--- config.mk ---
export PLATFORM = sky130hd
export DESIGN_NAME = ctrl_store_sequencer
export DESIGN_NICKNAME = d
export VERILOG_FILES = /design/src/rtl/ctrl_pkg.sv /design/src/rtl/ctrl_store_ram.sv /design/src/rtl/ctrl_store_sequencer.sv
export SDC_FILE = /design/constraint.sdc
export NUM_CORES = 1
export LEC_CHECK = 0
export BUFFER_PORTS_ARGS = -buffer_cell sky130_fd_sc_hd__buf_4
export CORE_ASPECT_RATIO = 2
export CORE_MARGIN = 5
export CORE_UTILIZATION = 60
export DETAILED_ROUTE_END_ITERATION = 10
export PLACE_DENSITY = 0.77
export SYNTH_ARGS = -nofsm -noshare
export SYNTH_HDL_FRONTEND = slang
export SYNTH_SLANG_ARGS = --single-unit
--- constraint.sdc ---
create_clock -name clk -period 2.9 [get_ports clk]
set_clock_uncertainty 0.15 [all_clocks]
set_input_delay 0.58 -clock clk [delete_from_list [all_inputs] [get_ports clk]]
set_output_delay 0.58 -clock clk [all_outputs]
set_load 0.01 [all_outputs]
--- src/rtl/ctrl_pkg.sv ---
// Shared definitions for the control-store sequencer: control-word field
// positions, the NOP field pattern and the sequencer state encoding.
package ctrl_pkg;

    localparam int CW_WB         = 0;
    localparam int CW_MEM_WRITE  = 1;
    localparam int CW_MEM_READ   = 2;
    localparam int CW_TYPEXTEND  = 3;
    localparam int CW_WR         = 4;
    localparam int CW_SEL_INPUT2 = 5;
    localparam int CW_SEL_DEST   = 6;
    localparam int CW_PCNOP      = 7;
    localparam int CW_J          = 8;
    localparam int CW_JR         = 9;
    localparam int CW_CALL       = 10;
    localparam int CW_ALUOP_LO   = 11;
    localparam int CW_ALUOP_HI   = 13;
    localparam int CW_PSEL_LO    = 14;
    localparam int CW_PSEL_HI    = 15;
    localparam int CW_REP_LO     = 16;
    localparam int CW_FIELDS_W   = 16;

    localparam logic [CW_FIELDS_W-1:0] CW_NOP_FIELDS = '0;

    typedef enum logic {
        ST_IDLE   = 1'b0,
        ST_REPEAT = 1'b1
    } seq_state_e;

endpackage

--- src/rtl/ctrl_store_ram.sv ---
// Writable control store: async read, sync write, with a loaded[] bitmap and
// write-through bypass so a same-cycle load is visible to the reader.
module ctrl_store_ram #(
    parameter int OPC_W = 5,
    parameter int CW_W  = 18
) (
    input  logic             clk,
    input  logic             rst_n,
    input  logic             i_we,
    input  logic [OPC_W-1:0] i_waddr,
    input  logic [CW_W-1:0]  i_wdata,
    input  logic [OPC_W-1:0] i_raddr,
    output logic [CW_W-1:0]  o_rdata,
    output logic             o_rloaded
);
    localparam int DEPTH = 2**OPC_W;

    logic [CW_W-1:0]  r_mem [DEPTH];
    logic [DEPTH-1:0] r_loaded;
    logic             w_hit;

    // Contents are intentionally not reset; only the loaded bitmap is.
    always_ff @(posedge clk) begin
        if (i_we)
            r_mem[i_waddr] <= i_wdata;
    end

    always_ff @(posedge clk or negedge rst_n) begin
        if (!rst_n)
            r_loaded <= '0;
        else if (i_we)
            r_loaded[i_waddr] <= 1'b1;
    end

    assign w_hit     = i_we && (i_waddr == i_raddr);
    assign o_rdata   = w_hit ? i_wdata : r_mem[i_raddr];
    assign o_rloaded = w_hit | r_loaded[i_raddr];

endmodule

--- src/rtl/ctrl_store_sequencer.sv ---
// Decode stage: looks up the opcode in the control store, registers the word into
// ID/EX and replays it REP extra cycles for multi-cycle instructions.
module ctrl_store_sequencer
    import ctrl_pkg::*;
#(
    parameter  int OPC_W = 5,
    parameter  int REP_W = 2,
    localparam int CW_W  = 16 + REP_W
) (
    input  logic             clk,
    input  logic             rst_n,
    input  logic             load_en,
    input  logic [OPC_W-1:0] load_addr,
    input  logic [CW_W-1:0]  load_data,
    input  logic [OPC_W-1:0] opcode,
    input  logic             opcode_valid,
    input  logic             stall,
    input  logic             flush,
    output logic             ready,
    output logic             ctrl_valid,
    output logic             illegal,
    output logic [REP_W-1:0] uop_idx,
    output logic [CW_W-1:0]  ctrl_word,
    output logic             WB,
    output logic             MEM_Write,
    output logic             MEM_Read,
    output logic             typextend,
    output logic             WR,
    output logic             Sel_input2,
    output logic             Sel_Dest,
    output logic             PCNop,
    output logic             J,
    output logic             JR,
    output logic             CALL,
    output logic [2:0]       Aluop,
    output logic [1:0]       Psel
);
    localparam logic [CW_W-1:0] NOP_WORD = {{REP_W{1'b0}}, CW_NOP_FIELDS};

    seq_state_e       r_state;
    logic [REP_W-1:0] r_rem;
    logic [REP_W-1:0] r_idx;
    logic [CW_W-1:0]  r_word;
    logic             r_valid;
    logic             r_illegal;

    logic [CW_W-1:0]  w_rdata;
    logic             w_rloaded;
    logic [CW_W-1:0]  w_issue_word;
    logic [REP_W-1:0] w_issue_rep;

    ctrl_store_ram #(.OPC_W(OPC_W), .CW_W(CW_W)) u_ram (
        .clk       (clk),
        .rst_n     (rst_n),
        .i_we      (load_en),
        .i_waddr   (load_addr),
        .i_wdata   (load_data),
        .i_raddr   (opcode),
        .o_rdata   (w_rdata),
        .o_rloaded (w_rloaded)
    );

    // An unloaded opcode decodes to NOP, whose REP field of 0 makes it single-cycle.
    assign w_issue_word = w_rloaded ? w_rdata : NOP_WORD;
    assign w_issue_rep  = w_issue_word[CW_W-1:CW_REP_LO];

    always_ff @(posedge clk or negedge rst_n) begin
        if (!rst_n) begin
            r_state   <= ST_IDLE;
            r_rem     <= '0;
            r_idx     <= '0;
            r_word    <= NOP_WORD;
            r_valid   <= 1'b0;
            r_illegal <= 1'b0;
        end else if (flush) begin
            r_state   <= ST_IDLE;
            r_rem     <= '0;
            r_idx     <= '0;
            r_word    <= NOP_WORD;
            r_valid   <= 1'b0;
            r_illegal <= 1'b0;
        end else if (!stall) begin
            case (r_state)
                ST_REPEAT: begin
                    r_idx <= r_idx + REP_W'(1);
                    r_rem <= r_rem - REP_W'(1);
                    if (r_rem == REP_W'(1))
                        r_state <= ST_IDLE;
                end
                default: begin
                    if (opcode_valid) begin
                        r_word    <= w_issue_word;
                        r_illegal <= ~w_rloaded;
                        r_valid   <= 1'b1;
                        r_idx     <= '0;
                        r_rem     <= w_issue_rep;
                        if (w_issue_rep != '0)
                            r_state <= ST_REPEAT;
                    end else begin
                        r_word    <= NOP_WORD;
                        r_illegal <= 1'b0;
                        r_valid   <= 1'b0;
                        r_idx     <= '0;
                    end
                end
            endcase
        end
    end

    assign ready      = (r_state == ST_IDLE) && !stall;
    assign ctrl_valid = r_valid;
    assign illegal    = r_illegal;
    assign uop_idx    = r_idx;
    assign ctrl_word  = r_word;

    assign WB         = r_word[CW_WB];
    assign MEM_Write  = r_word[CW_MEM_WRITE];
    assign MEM_Read   = r_word[CW_MEM_READ];
    assign typextend  = r_word[CW_TYPEXTEND];
    assign WR         = r_word[CW_WR];
    assign Sel_input2 = r_word[CW_SEL_INPUT2];
    assign Sel_Dest   = r_word[CW_SEL_DEST];
    assign PCNop      = r_word[CW_PCNOP];
    assign J          = r_word[CW_J];
    assign JR         = r_word[CW_JR];
    assign CALL       = r_word[CW_CALL];
    assign Aluop      = r_word[CW_ALUOP_HI:CW_ALUOP_LO];
    assign Psel       = r_word[CW_PSEL_HI:CW_PSEL_LO];

endmodule

# Yosys cells after proc, flatten, opt, wreduce, memory -nomap -nowiden
# Memory sizes are Yosys's and may differ from the RTL's.
# Cells that the tools add are included.
[totals] regBits=57 mem_bits_rw=576 inputBits=34 out_inout_bits=39 mem_count=1
[mem_list] name="u_ram.r_mem" depth=32 word_bits=18 rd=1 rd_ports_with_merged_regs=0 wr=1 line="ctrl_store_ram.sv:18" rtl="logic [CW_W-1:0] r_mem [DEPTH];"
[classes] n_addsub=2 magnitude_cmp=3 eq_ne=4 n_mux=33 n_bitwise=4 n_reduce_logical=8
[ops] op="2-to-1 mux 18 bit" count=6
[ops] op="bitwise OR 32 bit" count=1
[ops] op="2-to-1 mux 1 bit" count=18
[ops] op="2-to-1 mux 2 bit" count=7
[ops] op="less-than comparator 5 x 6 -> 1 bit, second input constant" count=2
[ops] op="binary-select mux 1 bit (select 5 bit)" count=1
[ops] op="demux 1 bit (select 5 bit)" count=1
[ops] op="equality test 5 bit" count=1
[ops] op="greater-or-equal comparator 5 x 1 -> 1 bit, second input constant" count=1
[ops] op="AND reduction 2 bit" count=2
[ops] op="logical AND 1 bit" count=3
[ops] op="nonzero test 3 bit" count=1
[ops] op="adder 2 x 1 -> 2 bit, second input constant" count=1
[ops] op="equality test 2 x 1 -> 1 bit, second input constant" count=1
[ops] op="!= test 2 x 1 -> 1 bit, second input constant" count=1
[ops] op="!= test 2 bit, second input constant" count=1
[ops] op="inverter 1 bit" count=2
[ops] op="nonzero test 2 bit" count=1
[ops] op="subtractor 2 x 1 -> 2 bit, second input constant" count=1
[ops] op="zero test 1 bit" count=1
[ops] op="bitwise OR 1 bit" count=1

# Logic depth before layout (Yosys ltp)
[depth] ltp_word=10 ltp_mapped=9

# By module
# Synthesis repeated with hierarchy kept, for this count alone.
[hier_totals] cells_unflattened=1313 area_unflattened_um2=25346.8
[modules_own_cells] mod="ctrl_store_ram" instances=1 cells_each=1209 area_each_um2=24155.7 seq_area_each_um2=18097.4
[modules_own_cells] mod="ctrl_store_sequencer" instances=1 cells_each=104 area_each_um2=1191.1 seq_area_each_um2=625.6

# Worst setup path before layout
# Ideal clock, no wire load.
[synth_timing] path_kind="input port to flip-flop" start="input port load_en" end="memory u_ram.r_mem[28][0], enable pin" setup_ns=0.393 arrival_time_ns=2.187 t_required_ns=2.357 path_slack_ns=0.170 path_stages=4 cell_sequence="clkbuf_1 > or3b_2 > clkbuf_1 > nor2_1"
[synth_via] elab_chain_cells=2
[synth_lines] item="start: declaration" line="ctrl_store_sequencer.sv:12" rtl="input logic load_en,"
[synth_lines] item="2-to-1 mux 1 bit" line="ctrl_store_ram.sv:24" rtl="if (i_we)"
[synth_lines] item="2-to-1 mux 1 bit (implied by the code)" line="ctrl_store_ram.sv:25" rtl="r_mem[i_waddr] <= i_wdata;"
[synth_lines] item="end: declaration" line="ctrl_store_ram.sv:18"
# Every way passes these cells.

# Final worst setup path
[layout_timing] start="input port opcode[0]" end="register r_word[9] (netlist: ctrl_word[9])"
[layout_via] elab_chain_cells=8
[layout_lines] item="start: declaration" line="ctrl_store_sequencer.sv:15" rtl="input logic [OPC_W-1:0] opcode,"
[layout_lines] item="binary-select mux 1 bit (select 5 bit) / equality test 5 bit (equally long branches)" line="ctrl_store_ram.sv:37, ctrl_store_ram.sv:35"
[layout_lines] item="2-to-1 mux 1 bit (implied by the code) / logical AND 1 bit (equally long branches)" line="ctrl_store_ram.sv:37, ctrl_store_ram.sv:35"
[layout_lines] item="bitwise OR 1 bit / 2-to-1 mux 18 bit (equally long branches)" line="ctrl_store_ram.sv:37, ctrl_store_ram.sv:36"
[layout_lines] item="2-to-1 mux 18 bit *" line="ctrl_store_sequencer.sv:64" rtl="assign w_issue_word = w_rloaded ? w_rdata : NOP_WORD;"
[layout_lines] item="2-to-1 mux 18 bit *" line="ctrl_store_sequencer.sv:91" rtl="if (opcode_valid) begin"
[layout_lines] item="2-to-1 mux 18 bit *" line="ctrl_store_sequencer.sv:83" rtl="case (r_state)"
[layout_lines] item="2-to-1 mux 18 bit *" line="ctrl_store_sequencer.sv:82" rtl="end else if (!stall) begin"
[layout_lines] item="2-to-1 mux 18 bit *" line="ctrl_store_sequencer.sv:75" rtl="end else if (flush) begin"
[layout_lines] item="end signal: assignment" line="ctrl_store_sequencer.sv:92" rtl="r_word <= w_issue_word;"
[layout_lines] item="end: declaration" line="ctrl_store_sequencer.sv:43" rtl="logic [CW_W-1:0] r_word;"
# Every way passes the cells marked *; elsewhere a longest branch is shown, timed or not. The select of a mux whose other input is x is not followed.
# A chain may end at the register's enable or synchronous reset.

==> summary.md <==
| Metric | Value |
|---|---|
| Worst Hold Slack | roughly 0.077 ns |
| IR drop worst, VDD | ~0.55 mV |
| Layout Nets | between 1000 and 1500 |
| Simple-Gate Fraction of Synth Area | 0.0369 |
| EDFF count, synth | between 500 and 600 |
| Crit path kind | input port to flip-flop |
| DP HPWL | 37.1 mm |
| Hold Violations, Final | 0 |
| # rows | roughly 110 |
| Worst min-delay path class | input port to flip-flop |
| Worst skew pair latency | ~0.6 ns |
| Switching fraction of total power | 0.212 |
| Setup WS pre-CTS | between 0.002 and 0.0025 ns |
| Post-synthesis xor/xnor area fraction | 0.00212 |
| Fraction of layout cells with a size suffix above 1 | 0.331 |
| Final total power | roughly 18 mW |
| Fillers | roughly 2500 |
| Final worst path period share | 0.802 |
| Crit path depth | 7 |
| Die footprint | 0.0457 mm2 |
| DRT Wirelength | approximately 60 mm |
| Ys flop type | edfxtp_1 |
| DRC viols | 0 |
| CP Capture Point | ctrl_word[9] |
| CTS buffer count | between 40 and 50 |
| Critical path startpoint | opcode[0] |
| Setup TNS | 0 ns |
| Yosys reg bits | around 630 |
| Delay-heaviest family, CP | compound AO/OA/AOI/OAI gates |
| IO Port Bufs | between 70 and 80 |
| Setup slack, reg-to-reg | approximately 0.70 ns |
| Final setup vio count | 0 |
| Compound-Gate Fraction of Synth Area | 0.0477 |
| Rel. slew slack | 0.416 |
| Slew of the pin with the lowest slew margin | just under 0.9 ns |
| Total gr overflow | 0 |
| Synth Cell Area | between 0.02 and 0.025 mm2 |
| Mux share of post-synthesis cell area | 0.136 |
| P&R area growth vs syn | 13.9% |
| Clock Tree Buf Depth | 3 |
| Data required, critical path | about 3.2 ns |
| Status | finished, final reports clean |
| Synthesized area per cell | 20.0 um2 |
| Final Instance Area | between 0.02 and 0.03 mm2 |
| Post-Synth Adder-Cell Area | 0.000505 |
| Initial DRC count | ~1400 |
| Synth async-reset ratio | 0.0900 |
| Synth Net Count | 1273 |
| Vias in the first global route | approximately 14000 |
| TritonCTS clock tree | built |
| Total GRT Usage | 0.266 |
| Clock H-tree levels | 2 |
| Data arrival, critical path | 2.63 ns |
| Crit Path Max Fanout | 31 |
| Final worst setup slack | approximately 0.58 ns |
| Worst-path clk slew | 0.07 ns |
| Placed cell area | 0.0265 mm2 |
| Critical path's largest stage delay | approximately 0.50 ns |
| Power density cells | 647 mW/mm2 |
| Slowest CP cell | mux4_2 |
| Die Y | a little under 300 um |
| CP Launch Type | input port |
| Gpl congestion | 0.868 |
| Area of the core | between 0.04 and 0.05 mm2 |
| Initial antenna violation count | 3 |
| Critical-path cell list | buf_8, buf_12, mux4_2, a22oi_1, nand2_1, a211oi_1, o31ai_2 |
| Most common cell after layout, fill and taps aside | edfxtp_1 |
| Clock sinks | roughly 630 |
| Seq/Total Area, Yosys | 0.756 |
| Largest net degree at the start of global routing | 58 |
| Seq pwr share | 0.562 |
| Clock power share | 0.372 |
| Max cap viols | 0 |
| Chip width | ~150 um |
| FF-to-FF Start | u_ram.r_mem[22][17] |
| Initial Util | 0.604 |
| Combinational share of power | 0.066 |
| Reg2reg path depth | 5 |
| Gate Count Post-Synth | around 1200 |
| Int Power | around 14 mW |
| First-pass GRT wire length | just under 90 mm |
| CP bufs+invs | 2 |
| Register area | 0.0187 mm2 |
| Critical Path End Type | flip-flop |
| Fin. max-slew vios | 0 |
| Netlist cell types | between 50 and 60 |
| # IOs | 73 |
| Unrepaired setup endpoints after global routing | false |
| Main combinational cell family by area after synthesis | multiplexers |
| Vias per cell | between 6 and 7 |
| Routed Antenna Nets | 0 |
| Leakage | between 9 and 10 nW |
| DR vias | between 10000 and 15000 |
| Sw power | 3.86 mW |
| Most frequent cells in the layout | edfxtp_1 (576), buf_4 (138), mux4_2 (133) |
| Area taken by multi-input logic gates | 0.00564 mm2 |
| Fmax | about 430 MHz |
| Root buffer cell | clkbuf_16 |
| Syn. warnings | 0 |
| First-pass DRT Iterations | 5 |
| FF-to-FF End | r_state |
| Fin crit period | about 2.3 ns |
| DR WL/cell | roughly 31 um |
-- power by group through the flow --
| stage | clock network (mW) | logic (mW) | registers (mW) |
|---|---|---|---|
| final | 6.79 | 1.21 | 10.3 |
| after global routing | 7.26 | 1.29 | 10.3 |
| after CTS | 6.88 | 1.21 | 10.3 |
| after detailed placement | 0 | 1.20 | 10.5 |
| after global placement | 0 | 1.17 | 10.4 |
| after floorplan | 0 | 0.707 | 10.4 |
-- layout make-up --
class                      count  share of cell area
tap                          535              0.0237
inverter                       3            0.000399
sequential                   633               0.664
clock inverter                24             0.00785
clock buffer                  67              0.0502
multi-input combinational    514               0.200
timing repair buffer         163              0.0537
antenna                        2            0.000178
-- layer usage --
layer  routed length, um  track usage  up-vias
met5                   7            0        -
met4                2970        0.121        2
met3                4460       0.0413      173
met2               32700        0.466      706
met1               20000        0.327     6746
li1                    -            -     5301
-- cells in the mapped netlist, types with 3 or more instances --
| cell | number | area, um2 |
|---|---|---|
| and3_1 | 4 | 25.0 |
| nand2_1 | 47 | 176 |
| clkbuf_1 | 32 | 120 |
| nor2_1 | 59 | 221 |
| a22o_1 | 5 | 43.8 |
| nor2b_1 | 8 | 50.1 |
| a21oi_1 | 22 | 110 |
| nand3_1 | 9 | 45.0 |
| buf_6 | 7 | 78.8 |
| buf_4 | 22 | 165 |
| a211oi_1 | 19 | 143 |
| inv_1 | 3 | 11.3 |
| and2_1 | 3 | 18.8 |
| mux4_2 | 133 | 3000 |
| xor2_1 | 5 | 43.8 |
| buf_2 | 27 | 135 |
| or2_2 | 32 | 200 |
| a22oi_1 | 69 | 518 |
| nor3_1 | 4 | 20.0 |
| o21ai_1 | 3 | 15.0 |
| edfxtp_1 | 576 | 17300 |
| or3b_2 | 3 | 26.3 |
| o31ai_2 | 16 | 200 |
| a31oi_1 | 3 | 18.8 |
| mux2i_1 | 35 | 350 |
| dfrtp_1 | 57 | 1430 |
| nand3b_1 | 6 | 45.0 |
-- timing repair --
action                                 4_1_cts  5_1_grt
hold buffers                                 1        0
setup endpoints to repair                    0        0
endpoints found under the hold margin       46        0
resized for setup                            0        0
buffers inserted                             0        0
-- per-stage QoR --
step | std cells | utilization
finish | 1941 | 0.688
global route | 1940 | 0.688
CTS | 1939 | 0.688
detailed placement | 1847 | 0.648
global placement | 1847 | 0.648
floorplan | 1238 | -
-- sequential cells by signal (all words and copies together), names as in the netlist --
| register | cells |
|---|---|
| ctrl_valid | 1 |
| ctrl_word | 18 |
| illegal | 1 |
| r_rem | 2 |
| r_state | 1 |
| u_ram.r_loaded | 32 |
| u_ram.r_mem | 576 |
| uop_idx | 2 |
-- cell families (layout without fill, tap and decap cells) --
kind of cell    Yosys count  after routing
simple gates            186            186
buf+inv                  91            257
fa+ha+maj                 1              1
other cells               0              2
xor+xnor                  6              6
mux                     170            170
flops                   633            633
compound gates          151            151
-- how the worst min path moves through the flow --
stage                       startpoint                  to  slack, ns  depth (start not counted)
floorplan                        rst_n          ctrl_valid       0.13                          0
global placement    u_ram.r_loaded[14]  u_ram.r_loaded[14]       0.30                          1
detailed placement  u_ram.r_loaded[16]  u_ram.r_loaded[16]       0.31                          1
CTS                              flush          uop_idx[1]       0.06                          2
global route                     flush          uop_idx[1]       0.07                          2
finish                           flush          uop_idx[1]       0.08                          2
No activity file was read; power rests on OpenSTA's default activity.
